<file path="src/rtl/bp_fe_ptw_dual_issue.sv">
// Sv39 instruction-side page-table walker for the dual-issue front end.
// Queues up to two I-TLB misses, walks each through memory one PTE at a
// time, and returns a single-cycle TLB fill or instruction page fault.
// Optional build macro: BP_PTW_AD_FAULT_EN - a leaf with A=0 faults.
module bp_fe_ptw_dual_issue #(
  parameter int vtag_width_p  = 27,
  parameter int ptag_width_p  = 28,
  parameter int paddr_width_p = 40,
  parameter int entry_width_p = 35
) (
  input  logic                     clk_i,
  input  logic                     reset_i,
  input  logic                     flush_i,
  input  logic [ptag_width_p-1:0]  satp_ppn_i,
  input  logic                     miss_v_i1,
  input  logic [vtag_width_p-1:0]  miss_vtag_i1,
  input  logic                     miss_v_i2,
  input  logic [vtag_width_p-1:0]  miss_vtag_i2,
  output logic                     busy_o,
  output logic                     mem_req_v_o,
  output logic [paddr_width_p-1:0] mem_req_paddr_o,
  input  logic                     mem_req_ready_i,
  input  logic                     mem_resp_v_i,
  input  logic [63:0]              mem_resp_data_i,
  output logic                     w_v_o,
  output logic [vtag_width_p-1:0]  w_vtag_o,
  output logic [entry_width_p-1:0] w_entry_o,
  output logic                     fault_v_o,
  output logic [vtag_width_p-1:0]  fault_vtag_o
);

  localparam logic [1:0] IDLE = 2'd0;
  localparam logic [1:0] SEND = 2'd1;
  localparam logic [1:0] WAIT = 2'd2;
  localparam logic [1:0] DONE = 2'd3;

  logic [1:0]               state;
  logic [1:0]               level;
  logic [ptag_width_p-1:0]  ppn;
  logic [vtag_width_p-1:0]  vtag_r;
  logic [entry_width_p-1:0] entry_r;
  logic                     fault_r;
  logic                     abort_r;   // flushed while a response is still owed

  logic [vtag_width_p-1:0]  q_vtag0, q_vtag1;
  logic [1:0]               q_cnt;

  // PTE field decode
  logic                    pte_v, pte_r, pte_w, pte_x, pte_u, pte_a, pte_d;
  logic [ptag_width_p-1:0] pte_ppn;
  logic                    pte_ptr;
  logic                    pte_fault;
  logic                    leaf_giga;
  logic [ptag_width_p-1:0] leaf_ptag;
  logic [8:0]              vpn;
  logic                    unused_pte_bits;

  assign pte_v   = mem_resp_data_i[0];
  assign pte_r   = mem_resp_data_i[1];
  assign pte_w   = mem_resp_data_i[2];
  assign pte_x   = mem_resp_data_i[3];
  assign pte_u   = mem_resp_data_i[4];
  assign pte_a   = mem_resp_data_i[6];
  assign pte_d   = mem_resp_data_i[7];
  assign pte_ppn = mem_resp_data_i[10 +: ptag_width_p];
  assign pte_ptr = ~pte_r & ~pte_x;
  assign unused_pte_bits = ^{mem_resp_data_i[63:10+ptag_width_p], mem_resp_data_i[9:8],
                             mem_resp_data_i[5]};

  assign busy_o = (state != IDLE) || (q_cnt != 2'd0);

  // Select the VPN field indexed by the current level
  always_comb begin
    // NOTE: every always_comb output gets a default first so no path can infer a latch.
    vpn = vtag_r[8:0];
    case (level)
      2'd2:    vpn = vtag_r[26:18];
      2'd1:    vpn = vtag_r[17:9];
      default: vpn = vtag_r[8:0];
    endcase
  end

  // Classify the returned PTE and build the leaf ptag for the current level
  always_comb begin
    pte_fault = 1'b0;
    leaf_giga = 1'b0;
    leaf_ptag = pte_ppn;
    if (!pte_v || (!pte_r && pte_w)) begin
      pte_fault = 1'b1;
    end else if (pte_ptr) begin
      pte_fault = (level == 2'd0);
    end else begin
      if (!pte_x) pte_fault = 1'b1;
      case (level)
        2'd2: begin
          if (pte_ppn[17:0] != '0) pte_fault = 1'b1;
          leaf_giga = 1'b1;
          leaf_ptag = {pte_ppn[ptag_width_p-1:18], vtag_r[17:0]};
        end
        2'd1: begin
          if (pte_ppn[8:0] != '0) pte_fault = 1'b1;
          leaf_ptag = {pte_ppn[ptag_width_p-1:9], vtag_r[8:0]};
        end
        default: leaf_ptag = pte_ppn;
      endcase
`ifdef BP_PTW_AD_FAULT_EN
      if (!pte_a) pte_fault = 1'b1;
`endif
    end
  end

  // Walk FSM: latch head miss, issue PTE reads, descend or finish
  always_ff @(posedge clk_i or posedge reset_i) begin
    // NOTE: state registers use non-blocking assignments so every flop samples pre-edge values.
    if (reset_i) begin
      state   <= IDLE;
      level   <= 2'd0;
      ppn     <= '0;
      vtag_r  <= '0;
      entry_r <= '0;
      fault_r <= 1'b0;
      abort_r <= 1'b0;
    end else begin
      case (state)
        IDLE: begin
          abort_r <= 1'b0;
          if (!flush_i && q_cnt != 2'd0) begin
            vtag_r <= q_vtag0;
            level  <= 2'd2;
            ppn    <= satp_ppn_i;
            state  <= SEND;
          end
        end
        SEND: begin
          if (mem_req_ready_i) begin
            abort_r <= flush_i;
            state   <= WAIT;
          end else if (flush_i) begin
            state <= IDLE;
          end
        end
        WAIT: begin
          if (mem_resp_v_i) begin
            if (abort_r || flush_i) begin
              state <= IDLE;
            end else if (!pte_fault && pte_ptr) begin
              ppn   <= pte_ppn;
              level <= level - 2'd1;
              state <= SEND;
            end else begin
              fault_r <= pte_fault;
              entry_r <= {leaf_ptag, leaf_giga, pte_a, pte_d, pte_u, pte_x, pte_w, pte_r};
              state   <= DONE;
            end
          end else if (flush_i) begin
            abort_r <= 1'b1;
          end
        end
        default: state <= IDLE;
      endcase
    end
  end

  // Two-entry miss queue: fill only when fully idle, pop on completion
  always_ff @(posedge clk_i or posedge reset_i) begin
    // NOTE: the queue is only two flops wide, so it is reset like ordinary state.
    if (reset_i) begin
      q_vtag0 <= '0;
      q_vtag1 <= '0;
      q_cnt   <= 2'd0;
    end else if (flush_i) begin
      q_cnt <= 2'd0;
    end else if (state == DONE) begin
      q_vtag0 <= q_vtag1;
      q_cnt   <= q_cnt - 2'd1;
    end else if (!busy_o) begin
      if (miss_v_i1 && miss_v_i2) begin
        q_vtag0 <= miss_vtag_i1;
        q_vtag1 <= miss_vtag_i2;
        q_cnt   <= (miss_vtag_i1 == miss_vtag_i2) ? 2'd1 : 2'd2;
      end else if (miss_v_i1) begin
        q_vtag0 <= miss_vtag_i1;
        q_cnt   <= 2'd1;
      end else if (miss_v_i2) begin
        q_vtag0 <= miss_vtag_i2;
        q_cnt   <= 2'd1;
      end
    end
  end

  // Outputs: request during SEND, single-cycle strobe in DONE unless flushed
  always_comb begin
    mem_req_v_o     = (state == SEND);
    mem_req_paddr_o = '0;
    if (state == SEND) mem_req_paddr_o = {ppn, vpn, 3'b000};
    w_v_o        = (state == DONE) && !flush_i && !fault_r;
    fault_v_o    = (state == DONE) && !flush_i &&  fault_r;
    w_vtag_o     = w_v_o     ? vtag_r  : '0;
    w_entry_o    = w_v_o     ? entry_r : '0;
    fault_vtag_o = fault_v_o ? vtag_r  : '0;
  end

endmodule
</file>
<file path="config.mk">
export PLATFORM = sky130hd
export DESIGN_NAME = bp_fe_ptw_dual_issue
export DESIGN_NICKNAME = d
export VERILOG_FILES = /design/src/rtl/bp_fe_ptw_dual_issue.sv
export SDC_FILE = /design/constraint.sdc
export NUM_CORES = 1
export LEC_CHECK = 0
export ABC_AREA = 1
export BUFFER_PORTS_ARGS = -buffer_cell sky130_fd_sc_hd__buf_4
export CORE_MARGIN = 5
export CORE_UTILIZATION = 46
export CTS_CLUSTER_DIAMETER = 100
export DETAILED_ROUTE_END_ITERATION = 10
export GPL_ROUTABILITY_DRIVEN = 0
export PLACE_DENSITY = 0.85
export REMOVE_ABC_BUFFERS = 1
export SETUP_SLACK_MARGIN = 0.5
export SYNTH_ARGS = -nofsm -noshare
export SYNTH_HDL_FRONTEND = slang
export SYNTH_SLANG_ARGS = --single-unit
</file>
<file path="constraint.sdc">
create_clock -name clk_i -period 4.89 [get_ports clk_i]
set_clock_uncertainty 0.05 [all_clocks]
set_input_delay 0.7335 -clock clk_i [delete_from_list [all_inputs] [get_ports clk_i]]
set_output_delay 0.7335 -clock clk_i [all_outputs]
set_load 0.03 [all_outputs]
</file>
Word-level counts from Yosys, hierarchy flattened
Cells that the tools add are included.

$add $sub $neg: 2. Bitwise gates (word level): 8. Mux-type cells: 50. Reduce and logical (&&, ||, !) cells: 33. Equality and inequality tests: 16.

Operators by type and width (number): 27-bit two-way mux (7); 28-bit two-way mux (4); 28-bit case mux with 2 select lines (1); 40-bit two-way mux (1); 18-bit two-way mux (2); 18-bit case mux with 2 select lines (1); 35-bit two-way mux (1); 2-bit two-way mux (17); 27-bit equality test (1); 9-bit case mux with 2 select lines (1); 18-bit nonzero test (1); 2-bit != test (second input constant) (6); 4-bit AND reduction (3); 1-bit two-way mux (11); 9-bit nonzero test (1); 1-bit logical AND (7); 1-bit inverter (7); 2-bit equality test (second input constant) (3); 3-bit by 2-bit != test with 1-bit output (second input constant) (2); 2-bit case mux with 3 select lines (1); 3-bit AND reduction (2); 2-bit nonzero test (3); 1-bit zero test (5); 5-bit AND reduction (1); other kinds (13) (20).

Output and inout port bits: 133. Bits in registers: 152. Bits of input ports: 153. Logic and storage cells: 119.

Logic depth before layout (Yosys ltp)
Word-level depth: 11. Mapped depth: 12. Mapped depth without buffers: 12.

Worst setup path after synthesis
OpenSTA, ideal clock, no wires.

Path type: input-to-output. Start: input flush_i. End: output fault_vtag_o[10]. Data arrival time: 2609 ps. Path buffers: 1. Cell stages on the path: 4. Slack: 1497 ps. Cells stage by stage: nor3_1 clkinv_1 clkbuf_1 nor2_1.

Word-level cells in the longest chain between the ends: 4.

Ends and longest elaborated chain: start, declared (line 13) `input logic flush_i,`; 1-bit zero test (line 197) `fault_v_o = (state == DONE) && !flush_i && fault_r;`; 1-bit logical AND (2 in a row) (line 197); 27-bit two-way mux (line 200) `fault_vtag_o = fault_v_o ? vtag_r : '0;`; end, declared (line 29) `output logic [vtag_width_p-1:0] fault_vtag_o`.

No other way between the ends.

Final worst setup path
Start: register state[0]. End: output w_entry_o[19].

Word-level cells in the longest chain between the ends: 4.

Ends and longest elaborated chain: start, declared (line 37) `logic [1:0] state;`; start signal, assigned (line 116) `state <= IDLE;`; start signal, assigned (line 131) `state <= SEND;`; start signal, assigned (line 137) `state <= WAIT;`; 2-bit equality test (line 196) `w_v_o = (state == DONE) && !flush_i && !fault_r;`; 1-bit logical AND (2 in a row) (line 196); 35-bit two-way mux (line 199) `w_entry_o = w_v_o ? entry_r : '0;`; end, declared (line 27) `output logic [entry_width_p-1:0] w_entry_o,`.

No other way between the ends.

==> results.py <==
metrics = {
    "final_layout": {
        "finalInstanceArea_sq_mm": 0.0111,
        "antenna_cells": 0,
        "drive_above_1_share": 0.243,
        "layout_common_cells": "buf_4, nand2_1, inv_1",
        "final_nets": 1521,
        "layout.cells.non_filler": 1602,
        "layout_commonest_cell": "buf_4",
        "area_growth_pct": 30.3,
    },
    "floorplanning": {
        "coreArea_sq_mm": 0.0181,
        "initial_core_util": 0.472,
        "die_height_um": 146,
        "die_x_um": 146,
        "fp-row-count": 49,
        "pin_count": 286,
        "dieArea_sq_mm": 0.0214,
    },
    "power_and_ir_drop": {
        "switching_power_mw": 2.82,
        "swShare": 0.437,
        "ir_drop_mv": 0.252,
        "total_power_mw": 6.46,
        "p_leak_nw": 5.89,
        "seqPwrFrac": 0.335,
        "power_per_cell_area_mw_per_mm2": 582,
        "p_int_mw": 3.64,
        "p_clk_frac": 0.217,
        "power_frac_comb": 0.448,
    },
    "worst_setup_path": {
        "r2r-start": "state[0]",
        "critPathSlowestCell": "inv_2",
        "critPathLaunchType": "flop",
        "cp.arrival_ns": 3.01,
        "cpMostUsedCell": "buf_4",
        "cp-end-kind": "primary output",
        "r2r-end": "entry_r[11]",
        "cp_data_required_time_ns": 4.11,
        "cp_cell_sequence": "ha_1 -> inv_1 -> buf_4 -> nor3_1 -> inv_2 -> nor2_1 -> buf_4",
        "cp_max_fo": 62,
        "critical_path_class": "flop to primary output",
        "rrSetupSlack_ns": 1.80,
        "slowest_delay_ns": 0.81,
        "r2r_cells": 10,
    },
    "synth": {
        "ys_seq_area_frac": 0.446,
        "syn_inst": 1142,
        "yosysWarningCount": 0,
        "netlist_area_sq_mm": 0.00853,
        "yosysTopAreaCell": "dfrtp_1",
        "yosysUniqueCellTypes": 38,
        "ys_ff_latch": 152,
        "synth_area_leaders": "dfrtp_1, nand2_1, o21ai_0",
        "synth_top_area_frac": 0.446,
        "syn_area_per_cell_sq_um": 7.47,
    },
    "grt": {
        "grtUsageTotal": 0.240,
        "grt_pass1_wl_mm": 41.4,
        "grt_pass1_vias": 7988,
        "antenna_found_initial": 0,
        "grt_start_max_net_pins": 87,
        "overflow": 0,
    },
    "routing": {
        "drtIter0Drc": 543,
        "ant_nets": 0,
        "drt_wl_total_mm": 25.9,
        "vias": 8172,
        "vias_per_cell": 5.10,
        "dr.pass1.iters": 5,
        "remaining_drc_errors": 0,
        "avgRoutedWirePerCell_um": 16.2,
    },
    "sta": {
        "period_needed_ns": 3.79,
        "hold_violations": 0,
        "setup_violations": 0,
        "slew_violations": 0,
        "worst_pin_slew_ns": 1.13,
        "relSlewSlack": 0.248,
        "fin_crit_sh": 0.776,
        "timing.fmax_ghz": 0.264,
        "hold_slack_ns": 0.392,
        "rsz0062_at_grt": "false",
        "final.setup.tns_ns": 0,
    },
    "place": {
        "io_buffers": 253,
        "post-dp-hpwl_mm": 18.7,
        "placed_cell_area_sq_mm": 0.0105,
        "placed_cells": 1570,
    },
    "clock_tree": {
        "cts-root-buf": "clkbuf_16",
        "cts.sinks": 152,
        "cts_inserted_buffers": 17,
        "postCtsSetupBuffers": 0,
        "clkTransAtPathRegs_ns": 0.07,
        "clkLatencyLatePin_ns": 0.42,
        "cts_tree": "yes",
        "cts_hold_buf": 0,
        "clock_path_buffers": 2,
        "cts-resized-gates": 0,
        "htree_levels": 4,
    },
    "worst_hold_path": {
        "hold_class": "primary input to asynchronous set/reset pin",
    },
    "flow_run": {
        "drv_cap": 0,
    },
    "status": {
        "outcome": "complete, no violations",
    },
}
sequential cells by signal, indices dropped and copies added (netlist names), 2 cells and up:
signal / flops
q_cnt: 2
q_vtag0: 27
state: 2
entry_r: 35
ppn: 28
q_vtag1: 27
vtag_r: 27
level: 2
worst max path at each step:
stage	end	slack [ns]	depth (start not counted)	start
after global placement	w_vtag_o[23]	1.63	7	state[0]
after global routing	w_vtag_o[19]	0.87	7	state[0]
after CTS	w_entry_o[17]	1.09	7	state[0]
after detailed placement	w_entry_o[6]	1.55	7	state[0]
after floorplan	abort_r	0.01	1	reset_i
final	w_entry_o[19]	1.10	7	state[0]
cell families (layout without fill, tap and decap cells):
kind of cell | count (synthesis) | in the layout | synth area share
other | 1 | 3 | 0.000440
AND/OR/NAND/NOR | 408 | 408 | 0.194
adder cells (fa/ha/maj) | 8 | 8 | 0.0117
flip-flops | 152 | 152 | 0.446
buffers and inverters | 267 | 496 | 0.125
XOR/XNOR | 17 | 17 | 0.0175
AO/OA/AOI/OAI | 289 | 289 | 0.205
layout make-up:
cell class,instances,area (sq um)
fillers,1615,6970
flip-flops and latches,152,3800
multi-input cells,725,3660
repair buffers,261,1960
inverters,203,767
clock buffers,17,425
well taps,229,287
clock inverters,15,206
cell usage after synthesis (all sizes together):
library cell / count
ha: 8
buf: 25
xor2: 1
o221ai: 2
o21ai: 159
o21a: 14
xnor2: 16
nand4: 4
a22oi: 2
nand3: 9
o211ai: 71
o22ai: 18
dfrtp: 152
a21oi: 23
clkbuf: 39
clkinv: 4
nor3: 7
nand2: 243
and3: 1
nor4: 1
nor2: 127
or2: 16
inv: 199
conb: 1
critical path, delay by kind of cell (launching register included):
family	cells	cell delay [ns]
AND/OR/NAND/NOR	2	0.28
buffers and inverters	4	1.60
flip-flops	1	0.41
adder cells (fa/ha/maj)	1	0.24
power groups by stage:
stage / Clock [mW] / Sequential, mW / Combinational (mW)
after global routing: 1.48 / 2.23 / 3.24
final: 1.40 / 2.16 / 2.90
after detailed placement: 0 / 2.18 / 2.90
after global placement: 0 / 2.14 / 2.82
after floorplan: 0 / 2.10 / 1.92
after CTS: 1.43 / 2.16 / 2.93
metal layers:
metal / vias up / track usage / part of all wire
li1: 4050 / - / -
met3: 46 / 0.0598 / 0.076
met5: - / 0 / 0
met4: 0 / 0.0856 / 0.026
met1: 3774 / 0.291 / 0.40
met2: 302 / 0.415 / 0.49
through the flow:
stage / worst slack (ns) / utilization
final: 1.10 / 0.614
after global routing: 0.866 / 0.614
after CTS: 1.09 / 0.614
after detailed placement: 1.55 / 0.579
after global placement: 1.63 / 0.579
after floorplan: 0.0134 / -
(Power assumes the default switching activity.)
